## config.mk

```make
export PLATFORM = sky130hd
export DESIGN_NAME = calendar_date_counter
export DESIGN_NICKNAME = d
export VERILOG_FILES = /design/src/rtl/calendar_pkg.sv /design/src/rtl/month_len_lut.sv /design/src/rtl/calendar_date_counter.sv
export SDC_FILE = /design/constraint.sdc
export NUM_CORES = 1
export LEC_CHECK = 0
export ABC_AREA = 1
export CELL_PAD_IN_SITES_DETAIL_PLACEMENT = 0
export CELL_PAD_IN_SITES_GLOBAL_PLACEMENT = 1
export CORE_MARGIN = 5
export CORE_UTILIZATION = 38
export DETAILED_ROUTE_END_ITERATION = 12
export GPL_ROUTABILITY_DRIVEN = 1
export PLACE_DENSITY_LB_ADDON = 0.1
export RECOVER_POWER = 25
export SLEW_MARGIN = 10
export SYNTH_ARGS = -nofsm -noshare
export SYNTH_HDL_FRONTEND = slang
export SYNTH_SLANG_ARGS = --single-unit
```

## constraint.sdc

```tcl
create_clock -name clk -period 3.64 [get_ports clk]
set_input_delay 0.364 -clock clk [delete_from_list [all_inputs] [get_ports clk]]
set_output_delay 0.364 -clock clk [all_outputs]
set_load 0.03 [all_outputs]
```

## src/rtl/calendar_pkg.sv

```systemverilog
// Shared types and constants for the calendar date counter.
// Pure declarations: no logic and no latency.
// No flow control lives here.
package calendar_pkg;

    localparam int MONTHS  = 12;
    localparam int MAX_DAY = 31;

    typedef logic [3:0] month_t;
    typedef logic [5:0] day_t;
    typedef logic [4:0] mlen_t;

    // Non-leap-year month lengths, January first.
    localparam mlen_t MONTH_LEN [MONTHS] = '{
        5'd31, 5'd28, 5'd31, 5'd30, 5'd31, 5'd30,
        5'd31, 5'd31, 5'd30, 5'd31, 5'd30, 5'd31
    };

    typedef enum logic {
        RUN   = 1'b0,
        CHECK = 1'b1
    } state_t;

    // True for month numbers 1..12.
    function automatic logic month_in_range(input month_t m);
        return (m >= 4'd1) && (m <= 4'(MONTHS));
    endfunction

endpackage

```

## src/rtl/month_len_lut.sv

```systemverilog
// Month-length lookup: month number to days in that month (non-leap year).
// Purely combinational, zero cycles.
// No flow control; months outside 1..12 return 0 so callers can flag them.
module month_len_lut
    import calendar_pkg::*;
(
    input  month_t month,
    output mlen_t  len
);

    // Table lookup guarded by the range check; an illegal month reads as length 0.
    always_comb begin
        len = '0;
        if (month_in_range(month)) begin
            len = MONTH_LEN[month - 4'd1];
        end
    end

endmodule

```

## src/rtl/calendar_date_counter.sv

```systemverilog
// Day/month/year register advanced by tick, reloadable through a checked load handshake.
// Tick: one cycle. Load: accepted at edge N, validated and committed at edge N+1.
// loadReady drops for the single CHECK cycle; ticks arriving then are held as one pending advance.
module calendar_date_counter
    import calendar_pkg::*;
#(
    parameter int YEAR_W     = 12,
    parameter int RESET_YEAR = 2024
) (
    input  logic              clk,
    input  logic              rst,
    input  logic              tick,
    input  logic              loadValid,
    input  logic [5:0]        loadDay,
    input  logic [3:0]        loadMonth,
    input  logic [YEAR_W-1:0] loadYear,
    output logic              loadReady,
    output logic [5:0]        dayOfMonth,
    output logic [3:0]        month,
    output logic [YEAR_W-1:0] year,
    output logic              newYear,
    output logic              loadDone,
    output logic              loadErr
);

    localparam logic [YEAR_W-1:0] YEAR_RST = YEAR_W'(RESET_YEAR);
    localparam logic [YEAR_W-1:0] YEAR_ONE = YEAR_W'(1);

    state_t            state;
    state_t            state_next;

    day_t              cand_day;
    month_t            cand_month;
    logic [YEAR_W-1:0] cand_year;

    logic              pending;
    logic              pending_next;

    // FSM decisions for the current cycle.
    logic              accept;
    logic              advance;
    logic              commit;
    logic              reject;

    // Month lengths for the live date and for the candidate under check.
    mlen_t             cur_len;
    mlen_t             cand_len;
    logic              cand_legal;

    // Date one day ahead of the current one.
    day_t              day_adv;
    month_t            month_adv;
    logic [YEAR_W-1:0] year_adv;
    logic              year_roll;

    month_len_lut u_cur_len (
        .month (month),
        .len   (cur_len)
    );

    month_len_lut u_cand_len (
        .month (cand_month),
        .len   (cand_len)
    );

    // Ready depends only on state so there is no input-to-output path.
    assign loadReady = (state == RUN);

    // A zero length already encodes an out-of-range month.
    assign cand_legal = (cand_len != 5'd0)
                     && (cand_day != 6'd0)
                     && (cand_day <= {1'b0, cand_len});

    // Next-day arithmetic; the live date is always legal so cur_len is never 0 here.
    always_comb begin
        day_adv   = dayOfMonth + 6'd1;
        month_adv = month;
        year_adv  = year;
        year_roll = 1'b0;
        if (dayOfMonth >= {1'b0, cur_len}) begin
            day_adv = 6'd1;
            if (month == 4'(MONTHS)) begin
                month_adv = 4'd1;
                year_adv  = year + YEAR_ONE;
                year_roll = 1'b1;
            end else begin
                month_adv = month + 4'd1;
            end
        end
    end

    // Next-state and control: a load wins over a tick in RUN, and the tick is parked as pending.
    always_comb begin
        state_next   = state;
        pending_next = pending;
        accept       = 1'b0;
        advance      = 1'b0;
        commit       = 1'b0;
        reject       = 1'b0;
        case (state)
            RUN: begin
                if (loadValid) begin
                    accept       = 1'b1;
                    state_next   = CHECK;
                    pending_next = pending | tick;
                end else if (tick || pending) begin
                    // A fresh tick coinciding with a pending one collapses into a single advance.
                    advance      = 1'b1;
                    pending_next = 1'b0;
                end
            end
            CHECK: begin
                state_next   = RUN;
                commit       = cand_legal;
                reject       = ~cand_legal;
                pending_next = pending | tick;
            end
            default: begin
                state_next = RUN;
            end
        endcase
    end

    // State register.
    always_ff @(posedge clk or posedge rst) begin
        if (rst) begin
            state <= RUN;
        end else begin
            state <= state_next;
        end
    end

    // Pending-tick flag; reset discards any tick parked during CHECK.
    always_ff @(posedge clk or posedge rst) begin
        if (rst) begin
            pending <= 1'b0;
        end else begin
            pending <= pending_next;
        end
    end

    // Candidate date captured at handshake and held through CHECK.
    always_ff @(posedge clk or posedge rst) begin
        if (rst) begin
            cand_day   <= '0;
            cand_month <= '0;
            cand_year  <= '0;
        end else if (accept) begin
            cand_day   <= loadDay;
            cand_month <= loadMonth;
            cand_year  <= loadYear;
        end
    end

    // Live date: commit and advance are mutually exclusive by state.
    always_ff @(posedge clk or posedge rst) begin
        if (rst) begin
            dayOfMonth <= 6'd1;
            month      <= 4'd1;
            year       <= YEAR_RST;
        end else if (commit) begin
            dayOfMonth <= cand_day;
            month      <= cand_month;
            year       <= cand_year;
        end else if (advance) begin
            dayOfMonth <= day_adv;
            month      <= month_adv;
            year       <= year_adv;
        end
    end

    // Single-cycle status pulses, registered alongside the date they describe.
    always_ff @(posedge clk or posedge rst) begin
        if (rst) begin
            newYear  <= 1'b0;
            loadDone <= 1'b0;
            loadErr  <= 1'b0;
        end else begin
            newYear  <= advance & year_roll;
            loadDone <= commit;
            loadErr  <= reject;
        end
    end

endmodule

```

# == Word-level counts from Yosys, hierarchy flattened ==
# Memories as Yosys holds them, arrays and structs flattened.
# Index checks and enable logic that the tools add are counted.
# classes
bitwise,6
eq_ne,2
n_addsub,5
reduce_logical,12
mux,30
order_cmp,8
# op_table
operator,count
$mux W12,4
$mux W5,6
$mux W6,3
$mux W4,4
$add A12 B1 Y12 const B,1
$mux W1,11
$ge A5 B5 Y1 const B,2
$not A4 Y5,2
$ge A4 B1 Y1 const B,2
$le A4 B4 Y1 const B,2
$sub A4 B1 Y4 const B,2
$add A6 B1 Y6 const B,1
$ge A6 B5 Y1,1
$le A6 B5 Y1,1
$reduce_bool A2 Y1,3
$reduce_bool A6 Y1,1
$reduce_bool A5 Y1,1
$add A4 B1 Y4 const B,1
$eq A4 B4 Y1 const B,1
$logic_and A1 B1 Y1,4
$pmux W1 S2,2
$ne A3 B2 Y1 const B,1
$reduce_and A3 Y1,1
$not A1 Y1,2
other kinds (4),4
# totals
output_inout_bits,26
memories,2
rom_bits,160
elab_cells,76
ff_bits,49
# mem_list
memory,words,word_bits,rd,rd_ports_with_merged_regs,wr,line,source
(no name shown),16,5,1,0,0,month_len_lut.sv:15,len = MONTH_LEN[month - 4'd1];
(no name shown),16,5,1,0,0,month_len_lut.sv:15,

# == Depth between registers and ports, before layout ==
# Gate-level depths: netlist of run 1.
# depth
word_depth,12
ltp_mapped,21
ltp_nobuf,21

# == By module ==
# A second synthesis of run 1 with hierarchy kept.
# unflattened
hier_cells,401
hier_area_um2,2940.3
# modules_own_cells
module,seq_area_each_um2,n_inst,cells_per_inst,area_each_um2
calendar_date_counter,1237.4,1,357,2732.6
month_len_lut,0.0,2,22,103.8

# == Worst setup path after synthesis of run 1 ==
# Ideal clock, no wire load.
# synth_timing
kind,reg2reg
startpoint,register month[0]
endpoint,register year[11]
arrival_ns,2.713
n_path_buf,1
t_required_ns,3.514
slack_ns,0.801
stages_incl_launch_ff,20
path_cell_list,dfstp_2 > inv_1 > ha_1 > or2_2 > nand2_1 > nand2_1 > o21ai_0 > inv_1 > o21ai_0 > nor2_1 > ha_1 > o21ai_0 > nand2_1 > nand2_1 > nand2_2 > nand3_2 > inv_2 > buf_4 > nand2_1 > nand3_1
# synth_via
elab_chain_len,9
elab_cells_between_ends,14
classes_between,add/sub (1); order compare (3); eq/ne (1); mux (3); bitwise (1); reduce/logical (4); memory (1)
# synth_rtl
element,line,source
"start, declared",calendar_date_counter.sv:19,"output logic [3:0] month,"
"start signal, assigned",calendar_date_counter.sv:163,month <= cand_month;
"start signal, assigned",calendar_date_counter.sv:167,month <= month_adv;
$sub A4 B1 Y4,month_len_lut.sv:15,
$not A4 Y5 (implied by the code),month_len_lut.sv:15,
$mem_v2 Z16 W5,--,
$mux W5 (implied by the code) (2 in a row),month_len_lut.sv:15,
$mux W5,month_len_lut.sv:14,if (month_in_range(month)) begin
$ge A6 B5 Y1,calendar_date_counter.sv:80,"if (dayOfMonth >= {1'b0, cur_len}) begin"
$reduce_bool A2 Y1 (no source line),--,
$reduce_and A3 Y1 (no source line) (*),--,
"end signal, assigned",calendar_date_counter.sv:164,year <= cand_year;
"end signal, assigned",calendar_date_counter.sv:168,year <= year_adv;
"end, declared",calendar_date_counter.sv:20,"output logic [YEAR_W-1:0] year,"
# Every way passes the cells marked *; elsewhere a longest branch is shown, timed or not. The select of a mux whose other input is x is not followed.
# A chain may end at the register's enable or synchronous reset.

# == Worst setup path in the final report of run 1 ==
# layout_timing
startpoint,register month[0]
endpoint,register year[2]
# The elaborated chain is that of the path after synthesis.

==> results of run 1 <==
## per-stage QoR
step	utilization [%]	instances	hold WS (ns)	worst slack (ns)	cell area, um2
final	48.64	525	0.4772	0.5507	3566
after global placement	47.50	517	0.4557	0.6214	3482
after detailed placement	47.50	517	0.4593	0.5216	3482
after global routing	48.64	525	0.5036	0.2541	3566
after floorplan	-	376	0.4422	0.8010	2903
after CTS	48.68	525	0.4834	0.5109	3568
## cells in the final DEF (no fill, tap or decap)
master,Yosys,layout
o21bai_1,1,1
nand2_2,3,3
o211ai_1,1,1
inv_1,38,38
nor3_4,1,1
dfrtp_1,40,40
nand3_2,4,4
or2_0,2,2
nand2_1,122,122
nand3_1,53,53
clkbuf_8,0,5
a21oi_2,1,1
nor2_1,22,22
buf_4,4,2
xor2_1,11,11
nand3b_1,1,1
clkbuf_1,4,1
inv_2,3,3
clkdlybuf4s50_1,0,48
nor3_1,5,5
nor2_4,1,1
dlygate4sd3_1,0,3
a21oi_1,4,4
ha_1,17,17
o21ai_0,17,17
xnor2_1,3,3
dfstp_2,9,9
inv_6,0,1
or2_2,1,1
clkinv_2,0,1
nand4_1,4,4
a31oi_1,1,1
## registers in the layout, summed over array words and instances (netlist names)
register	count
cand_year	12
year	12
cand_day	6
dayOfMonth	6
cand_month	4
month	4
loadDone	1
loadErr	1
newYear	1
pending	1
state	1
## final timing paths
check                                         start                   endpoint  cells after the start
max in group asynchronous                       rst  dayOfMonth[4]$_DFFE_PP0P_                      2
min in group asynchronous                       rst   cand_year[1]$_DFFE_PP0P_                      2
hold / removal             cand_year[5]$_DFFE_PP0P_   cand_year[5]$_DFFE_PP0P_                      2
setup reg to reg               month[0]$_DFFE_PP1P_        year[2]$_DFFE_PP0P_                     18
setup / recovery               month[0]$_DFFE_PP1P_        year[2]$_DFFE_PP0P_                     18
hold reg to reg            cand_year[5]$_DFFE_PP0P_   cand_year[5]$_DFFE_PP0P_                      2
## metal layers
metal,wire (um),vias up,part of all wire [%],GRT usage (%)
li1,-,1298,-,-
met1,3450,1096,52,20.37
met2,2891,50,43,21.61
met3,235,5,3.5,2.584
met4,68,0,1.0,3.514
met5,0,-,0,0
## layout make-up
cell class	instances	area, um2
Fill cell	732	3765
Multi-Input combinational cell	275	1439
Sequential cell	49	1237
Timing Repair Buffer	53	525.5
Inverter	41	153.9
Tap cell	99	123.9
Clock buffer	6	72.57
Clock inverter	2	13.76
## cell families after synthesis
kind of cell	after synthesis	synth area share, %
flops	49	42.63
xor+xnor	14	4.224
buf+inv	52	7.801
simple gates	219	33.36
compound gates	25	4.656
fa+ha+maj	17	7.327
## power breakdown
part	internal [mW]	total (mW)	switching, mW
clock network	0.137	0.323	0.186
registers	0.733	0.944	0.211
logic	0.507	1.22	0.716
total	1.38	2.49	1.11
## worst register-to-register path: cells and delay by family (launching register included)
kind	cells	cell delay [ns]
fa+ha+maj	2	0.48
flops	1	0.61
buf+inv	3	0.46
compound gates	4	0.41
simple gates	9	1.08
==> flow_summary_export.csv, run 1 <==
group,metric,value,unit
synth,synth_common_cells,"nand2_1, nand3_1, dfrtp_1",
clock_network,numCtsBuffers,5,
setup_path,cp.required,3.88,ns
timing,slew_viol_final,50,
clock_network,post-cts-setup-buffers,0,
power,total_power,2.489,mW
final_layout,drive_gt1_share,7.512,%
detailed_routing,drt_iter0_markers,99,
setup_path,crit_slowest_cell,"dfstp_2",
clock_network,clock_path_buffers,2,
setup_path,end_kind,"flip-flop",
clock_network,clk_pin_slew,0.10,ns
grt,grt_pass1_wl,11070,um
synth,ys_seq_area_share,42.63,%
die,die_h,97.40,um
final_layout,nets,468,
synth,synthArstFlopShare,100.0,%
clock_network,ctsResizeCount,0,
clock_network,hold_buffers,0,
synth,synth_area_leaders,"dfrtp_1, nand2_1, nand3_1",
timing,setup_tns,0,ns
outcome,violations,"max-capacitance violations, max-slew violations",
detailed_routing,wl,6646,um
setup_path,critPathKind,"reg -> reg",
synth,yosys_most_used_dff,"dfrtp_1",
clock_network,htreeDepth,2,
die,die-area,0.009487,mm2
outcome,outcome,"complete, but fails checks",
synth,synth.net_count,419,
power,ir_worst_vdd,180.8,uV
placement,port_buffers,51,
detailed_routing,wl_per_cell,12.66,um
placement,place_congestion,0.8382,
grt,antenna_found_initial,0,
timing,hold_viol_final,0,
synth,syn_avg_cell_area,7.720,um2
power,power.density,698.1,mW/mm2
clock_network,clkLatencyLatePin,0.30,ns
setup_path,slowest_delay,0.61,ns
grt,grt_start_max_net_pins,50,
synth,synth.top_cell.area_share,34.48,%
grt,grt_usage,14.06,%
power,power.static_leakage,1.724,nW
clock_network,cts_tree,"yes",
timing,worstMarginPinSlew,1.864,ns
grt,first_global_vias,2288,
final_layout,n_antenna_cell,0,
synth,synth_top_area_cell,"dfrtp_1",
setup_path,crit_fanout,13,
timing,fin_skew,0.009204,ns
timing,setup_viol,0,
timing,period_share,84.87,%
synth,syn-cell-area,0.002903,mm2
timing,rsz0062_at_grt,"no",
synth,netlist_instances,376,
run,maxCapViolations,1,
setup_path,critPathTopFamily,"simple AND/OR/NAND/NOR gates",
synth,yosysUniqueCellTypes,29,
synth,ys_seq_elements,49,
die,design.core.area,0.007331,mm2
timing,finalCriticalPeriod,3.089,ns
die,num_io_pins,52,
detailed_routing,vias,2449,
synth,yosysMostFrequentCell,"nand2_1",
die,start_util,39.60,%
timing,fmax,0.3237,GHz
setup_path,r2r_setup_slack,0.55,ns
detailed_routing,route.detailed.drc,0,
detailed_routing,via_per_inst,4.665,
timing,slew_headroom,-24.29,%
synth,yosysWarnings,0,
grt,gr-total-overflow,0,
detailed_routing,firstDrtPassIters,4,
clock_network,clock_sinks,49,
setup_path,startpoint_type,"flip-flop",
die,rows,31,
placement,hpwl,4937,um
die,die_w,97.40,um
setup_path,worstPathArrival,3.33,ns
hold_path,hp-class,"reg -> reg",
detailed_routing,ant_nets,0,
clock_network,cts-root-buf,"clkbuf_8",
setup_path,path_buf_inv,3,
setup_path,crit_chain,"inv_1, ha_1, or2_2, nand2_1, nand2_1, o21ai_0, inv_1, o21ai_0, nor2_1, ha_1, o21ai_0, nand2_1, nand2_1, nand2_2, nand3_2, inv_2, o21ai_0, nand3_1",
synth,synth_edf_count,0,
final_layout,syn_to_final_growth,22.84,%
(Power assumes the default switching activity.)
==> run 2, diff against run 1 <==
clock period = 3.22 ns   (was 3.64 ns; I/O delays follow)
==> flow_summary_export.csv, run 2 (synthesized netlist as in run 1, its figures left out) <==
group,metric,value,unit
outcome,outcome,"complete, but fails checks",
outcome,violations,"max-capacitance violations, max-slew violations",
detailed_routing,wl_per_cell,12.38,um
placement,port_buffers,51,
clock_network,numCtsBuffers,5,
power,power.static_leakage,1.738,nW
setup_path,startpoint_type,"flip-flop",
setup_path,r2r_setup_slack,0.42,ns
detailed_routing,ant_nets,0,
timing,slew_viol_final,50,
clock_network,clock_sinks,49,
detailed_routing,route.detailed.drc,0,
final_layout,layout_commonest_cell,"nand2_1",
clock_network,hold_buffers,0,
setup_path,critPathKind,"reg -> reg",
die,die_h,97.40,um
timing,fmax,0.3573,GHz
hold_path,hp-class,"reg -> reg",
die,die_w,97.40,um
timing,period_share,86.92,%
final_layout,reg_top3,"cand_year: 12 flops, year: 12 flops",
detailed_routing,wl,6526,um
clock_network,htreeDepth,2,
grt,antenna_found_initial,0,
final_layout,n_antenna_cell,0,
die,die-area,0.009487,mm2
die,design.core.area,0.007331,mm2
timing,fin_skew,0.01494,ns
setup_path,worstPathArrival,3.00,ns
timing,slew_headroom,-23.66,%
detailed_routing,vias,2445,
die,start_util,39.60,%
hold_path,hold_start,"cand_year[5]$_DFFE_PP0P_",
clock_network,clock_path_buffers,2,
final_layout,mostFrequentLayoutCells,"nand2_1, nand3_1, clkdlybuf4s50_1",
power,power.density,805.3,mW/mm2
final_layout,syn_to_final_growth,24.44,%
setup_path,reg2reg_from,"month[0]$_DFFE_PP1P_",
hold_path,holdPathEnd,"cand_year[5]$_DFFE_PP0P_",
detailed_routing,via_per_inst,4.639,
final_layout,nets,470,
setup_path,cp.required,3.43,ns
grt,grt_usage,14.57,%
setup_path,r2r_cells,19,
hold_path,hold_path_depth,2,
placement,place_congestion,0.8354,
detailed_routing,firstDrtPassIters,4,
grt,first_global_vias,2422,
timing,finalCriticalPeriod,2.799,ns
clock_network,clkLatencyLatePin,0.31,ns
timing,hold_viol_final,0,
clock_network,clk_pin_slew,0.10,ns
setup_path,end_kind,"flip-flop",
clock_network,cts_tree,"yes",
die,rows,31,
timing,setup_tns,0,ns
setup_path,crit_fanout,8,
grt,grt_start_max_net_pins,50,
clock_network,cts-root-buf,"clkbuf_8",
final_layout,drive_gt1_share,7.710,%
setup_path,r2r-end,"year[0]$_DFFE_PP0P_",
timing,fin_hold_ws,0.4763,ns
run,maxCapViolations,1,
placement,hpwl,4944,um
grt,gr-total-overflow,0,
grt,grt_pass1_wl,11620,um
power,ir_worst_vdd,201.9,uV
timing,setup_viol,0,
timing,rsz0062_at_grt,"no",
detailed_routing,drt_iter0_markers,91,
timing,worstMarginPinSlew,1.853,ns
die,num_io_pins,52,
[run 2: what timing repair did]
| item | CTS | global route |
|---|---|---|
| setup endpoints to repair | 0 | 14 |
| resized for setup | 0 | 2 |
| setup buffers | 0 | 1 |
[run 2: layout make-up]
cell class	instances	area (um2)
multi-input cells	275	1446
repair buffers	55	536.8
inverters	41	156.4
clock buffers	6	72.57
flip-flops and latches	49	1237
fillers	745	3719
well taps	99	123.9
clock inverters	2	38.79
[run 2: metal layers]
layer | track usage, % | part of all wire [%]
met4 | 3.514 | 1.1
met2 | 22.46 | 43
met3 | 2.800 | 3.3
met5 | 0 | 0
met1 | 21.06 | 53
[run 2: critical path, cell delays in order, from the launching register on]
cell     delay, ns
dfstp_2       0.53
inv_1         0.08
ha_1          0.22
or2_2         0.30
nand2_1       0.08
nand2_1       0.04
o21ai_0       0.06
inv_1         0.05
o21ai_0       0.14
nor2_1        0.06
ha_1          0.26
o21ai_0       0.15
nand2_1       0.06
nand2_1       0.07
nand2_2       0.12
nand3_4       0.15
buf_4         0.16
nand2_1       0.05
nand2_1       0.06
a21oi_2       0.05
[run 2: through the flow]
stage / setup WS, ns / instance area [um2] / std cells / utilization, % / total power [mW]
after global placement: 0.3073 / 3490 / 518 / 47.60 / 2.466
after detailed placement: 0.2365 / 3490 / 518 / 47.60 / 2.475
after floorplan: 0.3810 / 2903 / 376 / - / 1.985
after global routing: 0.1145 / 3612 / 527 / 49.27 / 3.164
after CTS: 0.2182 / 3601 / 526 / 49.12 / 2.935
final: 0.4211 / 3612 / 527 / 49.27 / 2.909
[run 2: worst max path at each step]
stage                               from              endpoint  cells past startpoint
detailed placement  month[0]$_DFFE_PP1P_  year[10]$_DFFE_PP1P_                     18
floorplan           month[0]$_DFFE_PP1P_  year[11]$_DFFE_PP0P_                     19
CTS                 month[0]$_DFFE_PP1P_  year[10]$_DFFE_PP1P_                     18
global placement    month[0]$_DFFE_PP1P_   year[0]$_DFFE_PP0P_                     19
global route        month[0]$_DFFE_PP1P_  month[0]$_DFFE_PP1P_                     18
finish              month[0]$_DFFE_PP1P_   year[0]$_DFFE_PP0P_                     19
[run 2: where the power goes]
group	switching, mW	leakage [nW]	internal, mW
clock	0.217	0.0554	0.234
combinational	0.819	1.09	0.580
sequential	0.232	0.594	0.828
total	1.27	1.74	1.64
==> variant, RTL diff (config.mk and constraints of run 1) <==
The output `loadErr` loses its register stage (`loadErr` becomes a continuous assignment).
--- a/src/rtl/calendar_date_counter.sv
+++ b/src/rtl/calendar_date_counter.sv
@@ -174,13 +174,13 @@
         if (rst) begin
             newYear  <= 1'b0;
             loadDone <= 1'b0;
-            loadErr  <= 1'b0;
         end else begin
             newYear  <= advance & year_roll;
             loadDone <= commit;
-            loadErr  <= reject;
         end
     end
 
+    assign loadErr = reject;
+
 endmodule
 
Check against the original RTL: not equivalent (Yosys sat finds a counterexample within 4 cycles, from zero or initial values and one cycle with rst high).
==> variant against run 1 <==
- the flow still finishes with violations (capacitance limit, slew limit)
- sequential cell count decreased by 1
- synthesized area down 0.86%
- global-route usage up 0.059 points
- clock skew down 1.5 ps
- power is 2.3% higher
- core utilization barely moved
- cell area barely moved
- setup slack got worse by 100 ps
- sequential power shrank 0.8%
- routed wire length fell by 1.2%
- synthesized cell count down 0.53%
- critical path type unchanged
- largest cell class unchanged
==> variant: results (changes against run 1) <==
| Metric | Value |
|---|---|
| Status | `finished, violations left (unchanged)` |
| Violated checks | `capacitance limit, slew limit (unchanged)` |
| Detailed Route Iter0 Violations | `83 (was 99)` |
| Fin cells | `523 (was 525)` |
| Worst vdd ir | `0.1854 mV (was 0.1808 mV)` |
| Worst clock skew | `7.738 ps (was 9.204 ps)` |
| Clock-pin transition on the worst setup and hold timing paths | `100 ps (about the same)` |
| Max_cap viols | `1 (unchanged)` |
| Vias in the first global route | `2299 (was 2288)` |
| Compound-Gate Fraction of Synth Area | `0.05043 (was 0.04655)` |
| Most used DFF post-synth | `dfrtp_1 (unchanged)` |
| Final Max Tran Viols | `49 (was 50)` |
| Post-synthesis sequential area ratio | `0.4213 (was 0.4263)` |
| Post-synth top cells | `122 x nand2_1, 52 x nand3_1, 39 x dfrtp_1, 37 x inv_1, 22 x nor2_1 (was 122 x nand2_1, 53 x nand3_1, 40 x dfrtp_1, 38 x inv_1, 22 x nor2_1)` |
| Synth Instances | `374 (was 376)` |
| Post-synth EDFFs | `0 (unchanged)` |
| Slew @ Worst Pin | `1821 ps (was 1864 ps)` |
| Nets | `466 (was 468)` |
| Share of post-route cells with drive strength above 1 | `0.07783 (was 0.07512)` |
| Cell Int Power | `1.431 mW (was 1.377 mW)` |
| Post-Synth Adder-Cell Area | `0.07391 (was 0.07328)` |
| Detail Placement HPWL | `4990 um (was 4937 um)` |
| Via/cell ratio | `4.686 (was 4.665)` |
| Largest net degree at the start of global routing | `49 (was 50)` |
| Leakage | `1.710 nW (was 1.724 nW)` |
| Final RePlAce weighted congestion | `0.8535 (was 0.8382)` |
| First-pass GRT wire length | `11090 um (was 11070 um)` |
| P_seq | `0.936 mW (was 0.944 mW)` |
| Biggest regs | `cand_year (12), year (12) (unchanged)` |
| Total Die Area | `9414 sq um (was 9487 sq um)` |
| Clock group | `0.398 mW (was 0.323 mW)` |
| Synth Area in XOR/XNOR | `0.04261 (was 0.04224)` |
| Mapped Nets | `417 (was 419)` |
| Top cells by area, synth | `dfrtp_1 34%, nand2_1 16%, nand3_1 9.0% (was dfrtp_1 34%, nand2_1 16%, nand3_1 9.1%)` |
| WL per Instance | `12.56 um (was 12.66 um)` |
| DP Area | `3457 sq um (was 3482 sq um)` |
| Post-placement setup slack | `429.0 ps (was 521.6 ps)` |
| Clk_lat worst skew | `300 ps (about the same)` |
| Crit path DAT | `3440 ps (was 3330 ps)` |
| Tot GR Track Use | `0.1411 (was 0.1406)` |
variant: worst max-delay path, delay by kind of cell, from the launching register on:
| kind | cells | cell delay, ps |
|---|---|---|
| compound gates | 4 | 430 |
| fa+ha+maj | 2 | 480 |
| buf+inv | 3 | 450 |
| flops | 1 | 610 |
| simple gates | 9 | 1160 |
variant: layout make-up:
class	count	area, sq um
Sequential cell	48	1212
Multi-Input combinational cell	275	1445
Clock buffer	5	68.82
Clock inverter	3	46.29
Inverter	40	150.1
Tap cell	99	123.9
Timing Repair Buffer	53	521.8
Fill cell	727	3762
variant: logic make-up after synthesis:
kind of cell               count (synthesis)
and+or+nand+nor                          217
buffers and inverters                     51
DFF                                       48
AOI/OAI and AO/OA                         27
adders and majority gates                 17
xor gates and xnor gates                  14
variant: layer usage:
metal | up-vias | track usage | share of wire
li1 | 1289 | - | -
met1 | 1110 | 0.2101 | 0.52
met2 | 47 | 0.2054 | 0.43
met3 | 5 | 0.03094 | 0.041
met4 | 0 | 0.03780 | 0.0099
met5 | - | 0 | 0
variant: path summary, 6_finish.rpt:
path / startpoint / end / slack [ps] / depth (start not counted)
setup / recovery: month[0] / year[10] / 450 / 18
hold / removal: cand_year[4] / cand_year[4] / 480 / 2
setup reg to reg: month[0] / year[10] / 450 / 18
hold reg to reg: cand_year[4] / cand_year[4] / 480 / 2
max in group asynchronous: rst / dayOfMonth[5] / 1510 / 2
min in group asynchronous: rst / cand_year[8] / 1070 / 2
variant: metrics by stage:
stage	utilization	power [mW]
2_1_floorplan	-	1.737
5_1_grt	0.4868	2.758
3_5_place_dp	0.4716	2.177
3_3_place_gp	0.4716	2.157
6_report	0.4868	2.546
4_1_cts	0.4873	2.581
